$ cat src/rtl/vmu_bus_bridge_pkg.sv
// Shared types for the vector memory unit and its CPU-bus bridge: the
// ticketed line-wide request/response records, the load/store opcodes and
// the bridge FSM state encoding.
package vmu_bus_bridge_pkg;

  localparam int vmu_req_data_width_c = 256;
  localparam int vmu_bus_width_c      = 32;
  localparam int vmu_addr_width_c     = 32;
  localparam int vmu_vector_lanes_c   = 8;
  localparam int vmu_ticket_width_c   = $clog2(vmu_vector_lanes_c) + 1;
  localparam int vmu_microop_width_c  = 4;

  localparam logic [vmu_microop_width_c-1:0] opcode_vload_c  = 4'h1;
  localparam logic [vmu_microop_width_c-1:0] opcode_vstore_c = 4'h2;

  // Number of bus words that make up one vector line.
  localparam int vmu_bus_beats_c   = vmu_req_data_width_c / vmu_bus_width_c;
  // Byte-offset bits within one line.
  localparam int vmu_line_offset_c = $clog2(vmu_req_data_width_c / 8);

  typedef struct packed {
    logic [vmu_addr_width_c-1:0]     address;
    logic [vmu_microop_width_c-1:0]  microop;
    logic [vmu_ticket_width_c-1:0]   ticket;
    logic [vmu_req_data_width_c-1:0] data;
  } vector_mem_req;

  typedef struct packed {
    logic [vmu_ticket_width_c-1:0]   ticket;
    logic [vmu_req_data_width_c-1:0] data;
  } vector_mem_resp;

  typedef enum logic [1:0] {
    IDLE,
    STB,
    WAIT,
    RESP
  } vmu_bridge_state_e;

  // Align a byte address down to the start of its vector line.
  function automatic logic [vmu_addr_width_c-1:0] line_base(
    input logic [vmu_addr_width_c-1:0] addr
  );
    return {addr[vmu_addr_width_c-1:vmu_line_offset_c], {vmu_line_offset_c{1'b0}}};
  endfunction

endpackage

$ cat src/rtl/vmu_bus_bridge.sv
// Bridge between the vector memory unit and the CPU data bus. One line-wide
// request is split into BEATS word transfers (strobe/ack); load words are
// gathered back into a line and returned as a single ticketed response.
module vmu_bus_bridge
  import vmu_bus_bridge_pkg::*;
#(
  parameter int REQ_DATA_WIDTH = vmu_req_data_width_c,
  parameter int BUS_WIDTH      = vmu_bus_width_c,
  parameter int ADDR_WIDTH     = vmu_addr_width_c
) (
  input  logic                   clk_i,
  input  logic                   rst_i,
  output logic                   idle_o,
  input  logic                   mem_req_valid_i,
  input  vector_mem_req          mem_req_i,
  output logic                   mem_req_ready_o,
  output logic                   mem_resp_valid_o,
  output vector_mem_resp         mem_resp_o,
  output logic                   mem_resp_err_o,
  output logic                   bus_stb_o,
  output logic [ADDR_WIDTH-1:0]  bus_addr_o,
  output logic                   bus_we_o,
  output logic [BUS_WIDTH/8-1:0] bus_ben_o,
  output logic [BUS_WIDTH-1:0]   bus_wdata_o,
  input  logic [BUS_WIDTH-1:0]   bus_rdata_i,
  input  logic                   bus_ack_i,
  input  logic                   bus_err_i
);

  localparam int BEATS     = REQ_DATA_WIDTH / BUS_WIDTH;
  localparam int BEAT_W    = (BEATS > 1) ? $clog2(BEATS) : 1;
  localparam int BUS_BYTES = BUS_WIDTH / 8;
  localparam logic [BEAT_W-1:0] LAST_BEAT = BEAT_W'(BEATS - 1);

  vmu_bridge_state_e           state_q;
  logic [BEAT_W-1:0]           beat_q;
  logic                        err_q;
  logic                        is_ld_q;
  logic [vmu_ticket_width_c-1:0] ticket_q;
  logic [REQ_DATA_WIDTH-1:0]   data_q;
  logic [REQ_DATA_WIDTH-1:0]   line_q;

  // Ready is a pure decode of the state so the VMU sees it without waiting
  // on its own valid.
  assign idle_o           = (state_q == IDLE);
  assign mem_req_ready_o  = (state_q == IDLE);
  assign mem_resp_o       = '{ticket: ticket_q, data: line_q};
  assign mem_resp_err_o   = err_q;

  // FSM plus datapath: every state bit and bus output is a flop.
  // NOTE: non-blocking assignments throughout, so every flop samples the
  // pre-edge value of every other flop regardless of statement order.
  always_ff @(posedge clk_i) begin
    if (rst_i) begin
      state_q          <= IDLE;
      beat_q           <= '0;
      err_q            <= 1'b0;
      is_ld_q          <= 1'b0;
      ticket_q         <= '0;
      data_q           <= '0;
      line_q           <= '0;
      mem_resp_valid_o <= 1'b0;
      bus_stb_o        <= 1'b0;
      bus_addr_o       <= '0;
      bus_we_o         <= 1'b0;
      bus_ben_o        <= '0;
      bus_wdata_o      <= '0;
    end else begin
      bus_stb_o        <= 1'b0;
      mem_resp_valid_o <= 1'b0;
      unique case (state_q)
        IDLE: begin
          if (mem_req_valid_i) begin
            is_ld_q     <= (mem_req_i.microop == opcode_vload_c);
            ticket_q    <= mem_req_i.ticket;
            data_q      <= mem_req_i.data;
            beat_q      <= '0;
            err_q       <= 1'b0;
            bus_addr_o  <= line_base(mem_req_i.address);
            bus_we_o    <= (mem_req_i.microop != opcode_vload_c);
            bus_ben_o   <= '1;
            bus_wdata_o <= mem_req_i.data[BUS_WIDTH-1:0];
            bus_stb_o   <= 1'b1;
            state_q     <= STB;
          end
        end
        STB: begin
          state_q <= WAIT;
        end
        WAIT: begin
          // An error terminates the beat like an ack and wins over it.
          if (bus_ack_i || bus_err_i) begin
            if (is_ld_q) begin
              line_q[int'(beat_q) * BUS_WIDTH +: BUS_WIDTH] <= bus_err_i ? '0 : bus_rdata_i;
            end
            if (bus_err_i) begin
              err_q <= 1'b1;
            end
            if (beat_q != LAST_BEAT) begin
              beat_q      <= beat_q + 1'b1;
              bus_addr_o  <= bus_addr_o + ADDR_WIDTH'(BUS_BYTES);
              bus_wdata_o <= data_q[(int'(beat_q) + 1) * BUS_WIDTH +: BUS_WIDTH];
              bus_stb_o   <= 1'b1;
              state_q     <= STB;
            end else if (is_ld_q) begin
              mem_resp_valid_o <= 1'b1;
              state_q          <= RESP;
            end else begin
              state_q <= IDLE;
            end
          end
        end
        RESP: begin
          state_q <= IDLE;
        end
      endcase
    end
  end

endmodule

$ cat config.mk
export PLATFORM = sky130hd
export DESIGN_NAME = vmu_bus_bridge
export DESIGN_NICKNAME = d
export VERILOG_FILES = /design/src/rtl/vmu_bus_bridge_pkg.sv /design/src/rtl/vmu_bus_bridge.sv
export SDC_FILE = /design/constraint.sdc
export NUM_CORES = 1
export LEC_CHECK = 0
export ABC_AREA = 0
export CORE_AREA = 2 2 263 265
export CTS_BUF_LIST = sky130_fd_sc_hd__clkbuf_16
export CTS_CLUSTER_DIAMETER = 60
export DETAILED_ROUTE_END_ITERATION = 8
export DIE_AREA = 0 0 265 267
export DONT_BUFFER_PORTS = 1
export SLEW_MARGIN = 40
export SYNTH_ARGS = -nofsm -noshare
export SYNTH_HDL_FRONTEND = slang
export SYNTH_SLANG_ARGS = --single-unit
$ cat constraint.sdc
create_clock -name clk_i -period 3.35 [get_ports clk_i]
set_input_delay 0.1675 -clock clk_i [delete_from_list [all_inputs] [get_ports clk_i]]
set_output_delay 0.1675 -clock clk_i [all_outputs]
set_load 0.02 [all_outputs]
==> out/qor.txt <==
Worst setup SP type: register
Clock Root Buffer: clkbuf_16
Netlist cell types: 58
Most used flip-flop cell after synthesis: dfxtp_1
Clock sink total: 557
Worst skew pair latency: 0.62 ns
Reg clk slew, reported paths: 0.06 ns
Core Area: 68000 µm²
Post-synthesis sequential area ratio: 0.501
P&R area growth vs syn: 40.7%
Overall die height: 267 µm
Number of global-route vias before repair: 22800
Period utilization: 0.951
CP Cell Sequence: inv_1 > ha_1 > nor3b_2 > nand3_2 > buf_4 > nand3b_1 > dlygate4sd3_1 > o31ai_1 > dlygate4sd3_1
Antenna violations before repair: 13
I/O Pins: 667
Max frequency: 0.314 GHz
Worst slew pin tran: 1.09 ns
Fin Clk Skew: 0.0242 ns
Post-synth EDFFs: 0
Top delay family on crit path: buffers and inverters
Max cap viols: 0
Filler cells: 6152
Initial Utilization: 0.327
Slowest CP cell: dlygate4sd3_1
Status: finished, final reports clean
Yosys reg bits: 557
Drt wl/cell: 22.9 µm
Post CTS Setup Buffer Count: 0
Post-synthesis compound-gate area fraction: 0.180
YS warnings: 0
Most frequent cells in the layout: dlygate4sd3_1, nand2_1, dfxtp_1, a21oi_1, nand3b_1
Most common cell after layout, fill and taps aside: dlygate4sd3_1
Asr flop ratio synth: 0
Drt drc: 0
Die width: 265 µm
Pre-Repair DR Iteration Count: 6
Largest family of logic cells by synthesized area: simple AND/OR/NAND/NOR gates
H-tree levels: 2
Final setup viols: 0
Row count: 96
Max VDD drop: 0.385 mV
Hold Fails Final Rpt: 0
RSZ-0062 raised after global routing: no
Grt total ovfl: 0
CP required: 3.84 ns
CP Class: register to register
Most numerous cell on the critical path: dlygate4sd3_1
Crit path DAT: 3.68 ns
Mean number of vias per cell: 5.56
Layout cells sized above 1: 0.0587
Net count, final: 3443
Hold Path Class: input pin to register
Post-layout minimum cycle time: 3.19 ns
Syn avg cell area: 8.53 µm²
Adder-cell area share of the yosys netlist: 0.00338
DR iter-0 viols: 2205
Critical Path Fanout Max: 20
Static leakage: 11.4 nW
Dpl hpwl: 55800 µm
CTS max path bufs: 3
PwrDens: 488 nW/µm²
Detailed Route WL: 92400 µm
Relative slew slack: 0.274
Area of the mapped netlist: 22200 µm²
CP peak stage delay: 0.58 ns
Total power: 15.3 mW
Final Max Slew Viols: 0
Simple logic cell fraction of the synthesized area: 0.219
CTS tree: built
Routability cong.: 0.885
Final Util: 0.460
Dpl ws: 0.467 ns
TNS Setup: 0 ns
Non-Filler Instances: 4043
Synth Area in XOR/XNOR: 0.00118
Buf/Inv on CP: 4
Proportion of synthesized area in mux cells: 0.0509
Final antenna-violating net count: 0
Placed cell count: 3283
Overall Global Routing Usage: 0.249
Final Worst Setup Slack: 0.164 ns
Largest net degree at the start of global routing: 321
Die area: 70800 µm²
Port bufs: 0
Critical path capture point type: register
Vias: 22500
TritonCTS Buffers: 61
First-pass GRT wire length: 137000 µm
Gate Count Post-Synth: 2608
==> layer usage <==
layer,vias up,wire length (µm),global-route usage
li1,10100,-,-
met1,10800,34300,0.285
met2,1267,44000,0.421
met3,321,8500,0.0638
met4,2,5580,0.142
met5,-,13,0
==> metrics by stage <==
step / area, µm² / hold WS [ns]
2_1_floorplan: 22200 / 0.303
3_3_place_gp: 22800 / 0.280
3_5_place_dp: 22800 / 0.278
4_1_cts: 31200 / 0.0179
5_1_grt: 31300 / 0.0914
6_report: 31300 / 0.196
==> registers in the layout, summed over array words and instances (netlist names) <==
name	cells
ticket_q	4
line_q	256
beat_q	3
state_q	2
mem_resp_valid_o	1
bus_wdata_o	32
bus_we_o	1
is_ld_q	1
data_q	224
bus_addr_o	30
bus_stb_o	1
mem_resp_err_o	1
bus_ben_o	1
==> synth_stat cells (2+ instances only) <==
master / number / share of area
clkbuf_1: 210 / 0.035
mux4_2: 32 / 0.032
a31oi_1: 3 / 0.00084
buf_4: 6 / 0.0020
ha_1: 6 / 0.0034
and4_1: 2 / 0.00079
nand4_1: 4 / 0.0011
o21ai_1: 2 / 0.00045
a311oi_1: 8 / 0.0032
inv_1: 7 / 0.0012
dfxtp_1: 557 / 0.50
nor4_2: 2 / 0.0011
and3_1: 5 / 0.0014
nor2b_1: 2 / 0.00056
nor3b_1: 34 / 0.011
a22oi_1: 32 / 0.011
o21bai_1: 13 / 0.0044
nand3b_1: 181 / 0.061
nor3_2: 2 / 0.00090
o21a_1: 2 / 0.00068
nor3_1: 17 / 0.0038
nand2_1: 586 / 0.099
or4_1: 2 / 0.00068
or2_2: 2 / 0.00056
or3_1: 10 / 0.0028
nand2b_1: 4 / 0.0011
a2111oi_0: 2 / 0.00079
o22ai_1: 2 / 0.00056
nand3_1: 51 / 0.011
a211oi_1: 14 / 0.0047
a21oi_1: 378 / 0.085
o31ai_1: 50 / 0.017
nor2_1: 78 / 0.013
nor4_1: 11 / 0.0031
nor4b_1: 3 / 0.0012
xnor2_1: 2 / 0.00079
buf_2: 9 / 0.0020
o21ai_0: 170 / 0.038
buf_1: 16 / 0.0027
mux2i_1: 41 / 0.018
o211ai_1: 33 / 0.011
==> where the power goes <==
| group | leakage (nW) | internal (mW) | switching [mW] | total (mW) |
|---|---|---|---|---|
| Sequential | 4.54 | 6.87 | 0.276 | 7.14 |
| Combinational | 5.84 | 0.800 | 0.759 | 1.56 |
| Clock | 0.982 | 3.70 | 2.86 | 6.56 |
==> what timing repair did <==
| action | 4_1_cts | 5_1_grt |
|---|---|---|
| resized for setup | 0 | 6 |
| setup endpoints to repair | 0 | 28 |
| hold buffers | 638 | 0 |
| endpoints found under the hold margin | 557 | 0 |
==> path summary, 6_finish.rpt <==
path                from           to  slack, ns  cells past startpoint
max            beat_q[0]   line_q[95]       0.16                      9
min reg2reg  data_q[201]  data_q[201]       0.47                      2
max reg2reg    beat_q[0]   line_q[95]       0.16                      9
min                rst_i  line_q[101]       0.20                      2
==> kinds of logic (layout without fill, tap and decap cells) <==
| family | after synthesis | count (layout) |
|---|---|---|
| flops | 557 | 557 |
| other cells | 1 | 14 |
| fa+ha+maj | 6 | 6 |
| compound gates | 714 | 714 |
| simple gates | 1004 | 1005 |
| mux | 73 | 73 |
| buf+inv | 250 | 789 |
| xor+xnor | 3 | 3 |
==> final cells by class <==
type                    count  area (µm²)  area share
flip-flops and latches    557       11200       0.357
inverters                   7        26.3    0.000840
well taps                 882        1100      0.0353
clock buffers              61        1530      0.0488
multi-input cells        1803       10200       0.327
clock inverters            47         390      0.0125
repair buffers            674        6800       0.217
diodes                     12        30.0    0.000960
Power figures use the tool's default switching activity.
